**src/rtl/hub75_row_capture.sv**
```systemverilog
// HUB75 receiver: synchronises the panel lines into CLOCK_50, rebuilds each shifted
// row, presents it on every latch, and measures how long OE stays low.
module hub75_row_capture #(
    parameter int WIDTH = 64,
    parameter int CNT_W = 8,
    parameter int OE_W  = 16
) (
    input  logic             CLOCK_50,
    input  logic             rst_n,
    input  logic             hub_clk,
    input  logic             hub_lat,
    input  logic             hub_oe,
    input  logic [3:0]       hub_addr,
    input  logic [2:0]       hub_rgb1,
    input  logic [2:0]       hub_rgb2,
    output logic             row_valid,
    output logic [3:0]       row_addr,
    output logic [WIDTH-1:0] row_r1,
    output logic [WIDTH-1:0] row_g1,
    output logic [WIDTH-1:0] row_b1,
    output logic [WIDTH-1:0] row_r2,
    output logic [WIDTH-1:0] row_g2,
    output logic [WIDTH-1:0] row_b2,
    output logic [CNT_W-1:0] row_count,
    output logic             row_overflow,
    output logic             oe_valid,
    output logic [OE_W-1:0]  oe_cycles
);

    // Sync chains: bit 0 = first stage, bit 1 = synced value, bit 2 = previous synced value.
    logic [2:0] clk_sync_q, clk_sync_d;
    logic [2:0] lat_sync_q, lat_sync_d;
    logic [2:0] oe_sync_q,  oe_sync_d;
    logic [3:0] addr_s1_q, addr_s2_q;
    logic [5:0] rgb_s1_q,  rgb_s2_q;
    logic [1:0] arm_q, arm_d;

    // Plane order in the packed arrays: r1, g1, b1, r2, g2, b2.
    logic [5:0][WIDTH-1:0] sr_q, sr_d, sr_shift;
    logic [5:0][WIDTH-1:0] row_q, row_d;
    logic [CNT_W-1:0]      cnt_q, cnt_d, cnt_shift;
    logic                  ovf_q, ovf_d, ovf_shift;
    logic [3:0]            row_addr_q, row_addr_d;
    logic [CNT_W-1:0]      row_count_q, row_count_d;
    logic                  row_ovf_q, row_ovf_d;
    logic                  row_valid_q, row_valid_d;
    logic [OE_W-1:0]       oe_cnt_q, oe_cnt_d;
    logic [OE_W-1:0]       oe_cycles_q, oe_cycles_d;
    logic                  oe_valid_q, oe_valid_d;

    logic arm_done, clk_rise, lat_rise, oe_rise;

    // The s2/s3 pair is meaningless until the chain has refilled from live inputs,
    // so a line held high through reset must not look like a fresh edge.
    assign arm_done = (arm_q == 2'd3);
    assign clk_rise = arm_done & clk_sync_q[1] & ~clk_sync_q[2];
    assign lat_rise = arm_done & lat_sync_q[1] & ~lat_sync_q[2];
    assign oe_rise  = oe_sync_q[1] & ~oe_sync_q[2];

    always_comb begin
        clk_sync_d = {clk_sync_q[1:0], hub_clk};
        lat_sync_d = {lat_sync_q[1:0], hub_lat};
        oe_sync_d  = {oe_sync_q[1:0],  hub_oe};
        arm_d      = arm_done ? arm_q : arm_q + 2'd1;

        sr_shift  = sr_q;
        cnt_shift = cnt_q;
        ovf_shift = ovf_q;
        if (clk_rise) begin
            for (int i = 0; i < 6; i++) begin
                sr_shift[i] = {sr_q[i][WIDTH-2:0], rgb_s2_q[i]};
            end
            if (cnt_q == CNT_W'(WIDTH)) begin
                ovf_shift = 1'b1;
            end
            if (cnt_q != {CNT_W{1'b1}}) begin
                cnt_shift = cnt_q + CNT_W'(1);
            end
        end

        sr_d        = sr_shift;
        cnt_d       = cnt_shift;
        ovf_d       = ovf_shift;
        row_d       = row_q;
        row_addr_d  = row_addr_q;
        row_count_d = row_count_q;
        row_ovf_d   = row_ovf_q;
        row_valid_d = 1'b0;
        // A latch coinciding with a clock edge sees the post-shift state.
        if (lat_rise) begin
            row_d       = sr_shift;
            row_addr_d  = addr_s2_q;
            row_count_d = cnt_shift;
            row_ovf_d   = ovf_shift;
            row_valid_d = 1'b1;
            cnt_d       = '0;
            ovf_d       = 1'b0;
        end

        oe_cnt_d    = oe_cnt_q;
        oe_cycles_d = oe_cycles_q;
        oe_valid_d  = 1'b0;
        if (!oe_sync_q[1] && oe_cnt_q != {OE_W{1'b1}}) begin
            oe_cnt_d = oe_cnt_q + OE_W'(1);
        end
        if (oe_rise) begin
            oe_cycles_d = oe_cnt_q;
            oe_valid_d  = 1'b1;
            oe_cnt_d    = '0;
        end
    end

    always_ff @(posedge CLOCK_50 or negedge rst_n) begin
        if (!rst_n) begin
            clk_sync_q  <= 3'b000;
            lat_sync_q  <= 3'b000;
            oe_sync_q   <= 3'b111;
            addr_s1_q   <= '0;
            addr_s2_q   <= '0;
            rgb_s1_q    <= '0;
            rgb_s2_q    <= '0;
            arm_q       <= '0;
            sr_q        <= '0;
            cnt_q       <= '0;
            ovf_q       <= 1'b0;
            row_q       <= '0;
            row_addr_q  <= '0;
            row_count_q <= '0;
            row_ovf_q   <= 1'b0;
            row_valid_q <= 1'b0;
            oe_cnt_q    <= '0;
            oe_cycles_q <= '0;
            oe_valid_q  <= 1'b0;
        end else begin
            clk_sync_q  <= clk_sync_d;
            lat_sync_q  <= lat_sync_d;
            oe_sync_q   <= oe_sync_d;
            addr_s1_q   <= hub_addr;
            addr_s2_q   <= addr_s1_q;
            rgb_s1_q    <= {hub_rgb2, hub_rgb1};
            rgb_s2_q    <= rgb_s1_q;
            arm_q       <= arm_d;
            sr_q        <= sr_d;
            cnt_q       <= cnt_d;
            ovf_q       <= ovf_d;
            row_q       <= row_d;
            row_addr_q  <= row_addr_d;
            row_count_q <= row_count_d;
            row_ovf_q   <= row_ovf_d;
            row_valid_q <= row_valid_d;
            oe_cnt_q    <= oe_cnt_d;
            oe_cycles_q <= oe_cycles_d;
            oe_valid_q  <= oe_valid_d;
        end
    end

    assign row_valid    = row_valid_q;
    assign row_addr     = row_addr_q;
    assign row_r1       = row_q[0];
    assign row_g1       = row_q[1];
    assign row_b1       = row_q[2];
    assign row_r2       = row_q[3];
    assign row_g2       = row_q[4];
    assign row_b2       = row_q[5];
    assign row_count    = row_count_q;
    assign row_overflow = row_ovf_q;
    assign oe_valid     = oe_valid_q;
    assign oe_cycles    = oe_cycles_q;

endmodule

```
**config.mk**
```make
export PLATFORM = sky130hd
export DESIGN_NAME = hub75_row_capture
export DESIGN_NICKNAME = d
export VERILOG_FILES = /design/src/rtl/hub75_row_capture.sv
export SDC_FILE = /design/constraint.sdc
export NUM_CORES = 2
export LEC_CHECK = 0
export ABC_CLOCK_PERIOD_IN_PS = 5600
export BUFFER_PORTS_ARGS = -buffer_cell sky130_fd_sc_hd__buf_2
export CORE_MARGIN = 3
export CORE_UTILIZATION = 50
export CTS_BUF_LIST = sky130_fd_sc_hd__clkbuf_8
export DETAILED_ROUTE_END_ITERATION = 10
export PLACE_DENSITY = 0.71
export REMOVE_ABC_BUFFERS = 1
export SETUP_SLACK_MARGIN = 0.15
export SKIP_LAST_GASP = 1
export SLEW_MARGIN = 10
export SYNTH_ARGS = -nofsm -noshare
export SYNTH_HDL_FRONTEND = slang
export SYNTH_SLANG_ARGS = --single-unit
```
**constraint.sdc**
```tcl
create_clock -name CLOCK_50 -period 5.6 [get_ports CLOCK_50]
set_input_delay 0.28 -clock CLOCK_50 [delete_from_list [all_inputs] [get_ports CLOCK_50]]
set_output_delay 0.28 -clock CLOCK_50 [all_outputs]
set_load 0.1 [all_outputs]
```
=== Yosys cells after proc, flatten, opt, wreduce, memory -nomap -nowiden ===
Index checks and enable logic that the tools add are counted.

* Bits of input ports: 15
* Word-level logic and storage cells: 58
* Register bits: 855
* Output and inout bits: 415

* Equality and inequality tests: 4
* Reduce and logical (&&, ||, !) cells: 3
* Muxes and demuxes: 11
* $add $sub $neg: 3
* Bitwise logic cells: 8

{| class="wikitable"
|+ Operators by type and width
! cell !! count
|-
| 2-to-1 mux 384 bit || 1
|-
| 2-to-1 mux 16 bit || 2
|-
| 2-to-1 mux 8 bit || 3
|-
| adder 16 x 1 -> 16 bit, second input constant || 1
|-
| != test 16 bit, second input constant || 1
|-
| adder 8 x 1 -> 8 bit, second input constant || 1
|-
| == test 8 x 7 -> 1 bit, second input constant || 1
|-
| != test 8 bit, second input constant || 1
|-
| AND 1 bit || 5
|-
| 2-to-1 mux 1 bit || 5
|-
| inverter 1 bit || 3
|-
| adder 2 x 1 -> 2 bit, second input constant || 1
|-
| == test 2 bit, second input constant || 1
|-
| nonzero test 2 bit || 1
|-
| logical AND 1 bit || 1
|-
| logical NOT 1 bit || 1
|}

=== Logic depth before layout (Yosys ltp) ===
* Depth in word-level cells: 5
* Gate-level depth with buffers: 9
* Mapped depth without buffers: 6

=== Worst setup path after synthesis ===
Ideal clock, no wire load.

* Kind: reg2reg
* Start: register arm_q[0]
* End: register row_q (netlist bit row_b1[10])
* Path buffers: 3
* Data arrival time: 1912 ps
* Setup time: 120 ps
* Required time: 5480 ps
* Stages on the path, launching flop included: 9
* Path slack: 3568 ps
* Clock period less this slack: 2032 ps
* Cell sequence: dfrtp_1 -> ha_1 -> and3b_1 -> clkbuf_1 -> clkbuf_1 -> buf_2 -> mux2_2 -> nand2_1 -> nand2_1

{| class="wikitable"
|+ RTL lines
! what !! RTL line !! text
|-
| from (decl) || 36 || <nowiki>logic [1:0] arm_q, arm_d;</nowiki>
|-
| from (signal assigned) || 142 || <nowiki>arm_q <= arm_d;</nowiki>
|-
| to (signal assigned) || 146 || <nowiki>row_q <= row_d;</nowiki>
|-
| to (decl) || 40 || <nowiki>logic [5:0][WIDTH-1:0] row_q, row_d;</nowiki>
|}

=== Worst setup path in the final report ===
* Start: register arm_q[0]
* End: register row_q (netlist bit row_r1[2])

* Word-level cells in the longest chain between the ends: 4
* Elaborated cells on any way between the ends: 6
* Classes of those cells: 1 x eq/ne; 1 x mux; 4 x bitwise

{| class="wikitable"
|+ Ends and longest elaborated chain
! what !! RTL line !! text
|-
| == test 2 bit (*) || 55 || <nowiki>assign arm_done = (arm_q == 2'd3);</nowiki>
|-
| AND 1 bit (2 in a row) || 56 || <nowiki>assign clk_rise = arm_done & clk_sync_q[1] & ~clk_sync_q[2];</nowiki>
|-
| 2-to-1 mux 384 bit || 69 || <nowiki>if (clk_rise) begin</nowiki>
|}

Mark *: on every way between the ends. The rest lies on a longest branch, timed or not.
A chain may end at the register's enable or synchronous reset.

==> metrics.cfg <==
[outcome]
outcome=finished clean

[pwr]
peakVddDrop_uv=575.4
p_leak_uw=0.02120
powerDensity_nw_per_um2=412.7

[synthesis]
synth.distinct_cells=41
synth_edf_count=0
async_reset_ff_frac=1.000
synthFlopType=dfrtp_1
syn-cell-area_um2=31750
ys_ff_latch=855
syn_inst=2733
yosysWarnings=0
seq_area_frac_synth=0.6740
syn_avg_cell_area_um2=11.62

[sta]
fin_skew_ns=0.02994
worst_hold_slack_ns=0.1272
hold_viol=0
fmax_mhz=319.0
setup_viol=0
worstMarginPinSlew_ns=1.050
period_needed_ns=3.135
post-route-period-util=0.5598
slew_headroom=0.3002
grt_setup_unrepaired=no
slew_violations=0
worst_slack_ns=2.465
finalSetupTns_ns=0

[worst_setup_path]
path_buf_inv=2
startpoint_type=register
end_kind=register
cpLargestDelayFamily=buffers and inverters
cpMostUsedCell=nand2_1
criticalPathCategory=reg2reg
cp_max_fo=182
required_ns=6.27
cpPeakStageDelay_ns=0.84
critPathArrivalTime_ns=3.80
path_cells=ha_1 > nand2_1 > or2_4 > inv_8 > buf_4 > nand2_1 > nand2_1
slowest_stage=inv_8

[floorplan]
start_util=0.5098
ios=430
rows=91
core_region_area_um2=62280
dieArea_um2=66560
die_h_um=258.0
die-width_um=258.0

[cells_and_area]
fill_cells=5056
final_nets=3212
diodes=0
post-route-cell-area_um2=37480
fin_cells=4125
final_cell_mix=nand2_1, dfrtp_1, buf_2, mux2_2, clkbuf_8
area_growth_syn_to_layout_pct=18.06
layout_commonest_cell=nand2_1
drive_above_1_share=0.3136

[clocking]
cts-htree-levels=4
worst_skew_pair.late_latency_ns=0.75
clockBufferDepth=3
cts.sinks=855
clkTransAtPathRegs_ns=0.06
cts_made_buffers=136
cts_tree=yes
cts_resized=0
cts_root_buf=clkbuf_8

[job]
maxCapViolations=0

[placement]
place_area_um2=34650
portBuffers=429
place_congestion=0.8398
post-place-ws_ns=2.431
place_hpwl_um=44270
dp.cells=3878

[detailed_routing]
ant_nets=0
vias=20820
first_pass_iters=5
wirelength_um=68930
drt-wirelength-per-cell_um=16.71
drc=0
drtIter0Drc=1505
viasPerCell=5.048

[global_routing]
grt_overflow_total=0
grt_max_degree=190
antenna_found_initial=0
grt_usage=0.2091
grt_pass1_vias=21770
grt_pass1_wl_um=112700

[hold_path]
hold_class=in2async

==> where the power goes <==
group          leakage, µW  total, µW  switching (µW)  internal, µW
clock network      0.00155       5190            2350          2850
logic              0.00804       3190            2610           581
registers           0.0116       7090             335          6750
total               0.0212      15500            5290         10200
==> worst paths after layout <==
| check | slack [ns] | cells past startpoint | end | start |
|---|---|---|---|---|
| worst min-delay path | 0.13 | 2 | sr_q[223]$_DFF_PN0_ | rst_n |
| max in group asynchronous | 4.06 | 3 | row_g2[37]$_DFFE_PN0P_ | rst_n |
| worst min register to register | 0.33 | 0 | addr_s2_q[0]$_DFF_PN0_ | addr_s1_q[0]$_DFF_PN0_ |
| min in group CLOCK_50 | 0.17 | 2 | rgb_s1_q[2]$_DFF_PN0_ | hub_rgb1[2] |
| worst max-delay path | 2.47 | 7 | row_r1[2]$_DFFE_PN0P_ | arm_q[0]$_DFFE_PN0P_ |
| worst max register to register | 2.47 | 7 | row_r1[2]$_DFFE_PN0P_ | arm_q[0]$_DFFE_PN0P_ |
==> repair_timing <==
item                      4_1_cts  5_1_grt
hold endpoints to repair       90        0
hold buffers                   14        0
setup buffers                   0        0
==> cell families after synthesis <==
logic type,synth area share
and+or+nand+nor,0.1554
DFF,0.6740
muxes,0.1384
buffers and inverters,0.01935
AOI/OAI and AO/OA,0.01060
adders and majority gates,0.001576
xor gates and xnor gates,0.0005518
==> flip-flops by register name (all words and copies together) (netlist names), 8 cells and up <==
signal / count
sr_q: 384
row_r1: 64
row_b2: 64
cnt_q: 8
row_b1: 64
row_r2: 64
oe_cnt_q: 16
row_g1: 64
row_g2: 64
row_count: 8
oe_cycles: 16
==> stage by stage <==
| stage | total power [µW] | utilization |
|---|---|---|
| floorplan | 9717 | - |
| global placement | 10320 | 0.5564 |
| detailed placement | 10380 | 0.5564 |
| CTS | 15650 | 0.6018 |
| global route | 16140 | 0.6018 |
| finish | 15470 | 0.6018 |
==> synth_stat cells, types with 2 or more instances <==
master	instances	area, µm²
buf_1	5	18.77
o21ai_0	17	85.08
nand4_1	6	37.54
a31oi_1	2	12.51
nand3_1	7	35.03
ha_1	4	50.05
o31ai_1	8	60.06
o311ai_0	6	52.55
xnor2_1	2	17.52
mux2_2	385	4335
nor4_1	3	18.77
mux2i_1	6	60.06
o41ai_1	2	17.52
clkbuf_1	100	375.4
a21oi_1	4	20.02
nand2b_1	4	25.02
dfstp_2	3	78.83
or4_1	7	52.55
or3_1	2	12.51
inv_1	11	41.29
buf_2	35	175.2
nor2_1	11	41.29
nor3_1	6	30.03
or2_2	2	12.51
nand2_1	1225	4598
o221ai_1	4	35.03
dfrtp_1	852	21320
==> metal layers <==
layer  part of all wire  GRT usage  up-vias
met4              0.025    0.07720        0
met2               0.48     0.3353      539
met1               0.44     0.2824    10440
met5                  0          0        -
li1                   -          -     9718
met3              0.056    0.04648      120
==> final cells by class <==
cell class,count,area (µm²),area share
inverter,12,52.55,0.001402
tap,837,1047,0.02794
multi-input combinational,1726,9741,0.2599
clock inverter,64,362.8,0.009681
timing repair buffer,462,2552,0.06810
clock buffer,169,2326,0.06206
sequential,855,21400,0.5709
(Power assumes the default switching activity.)
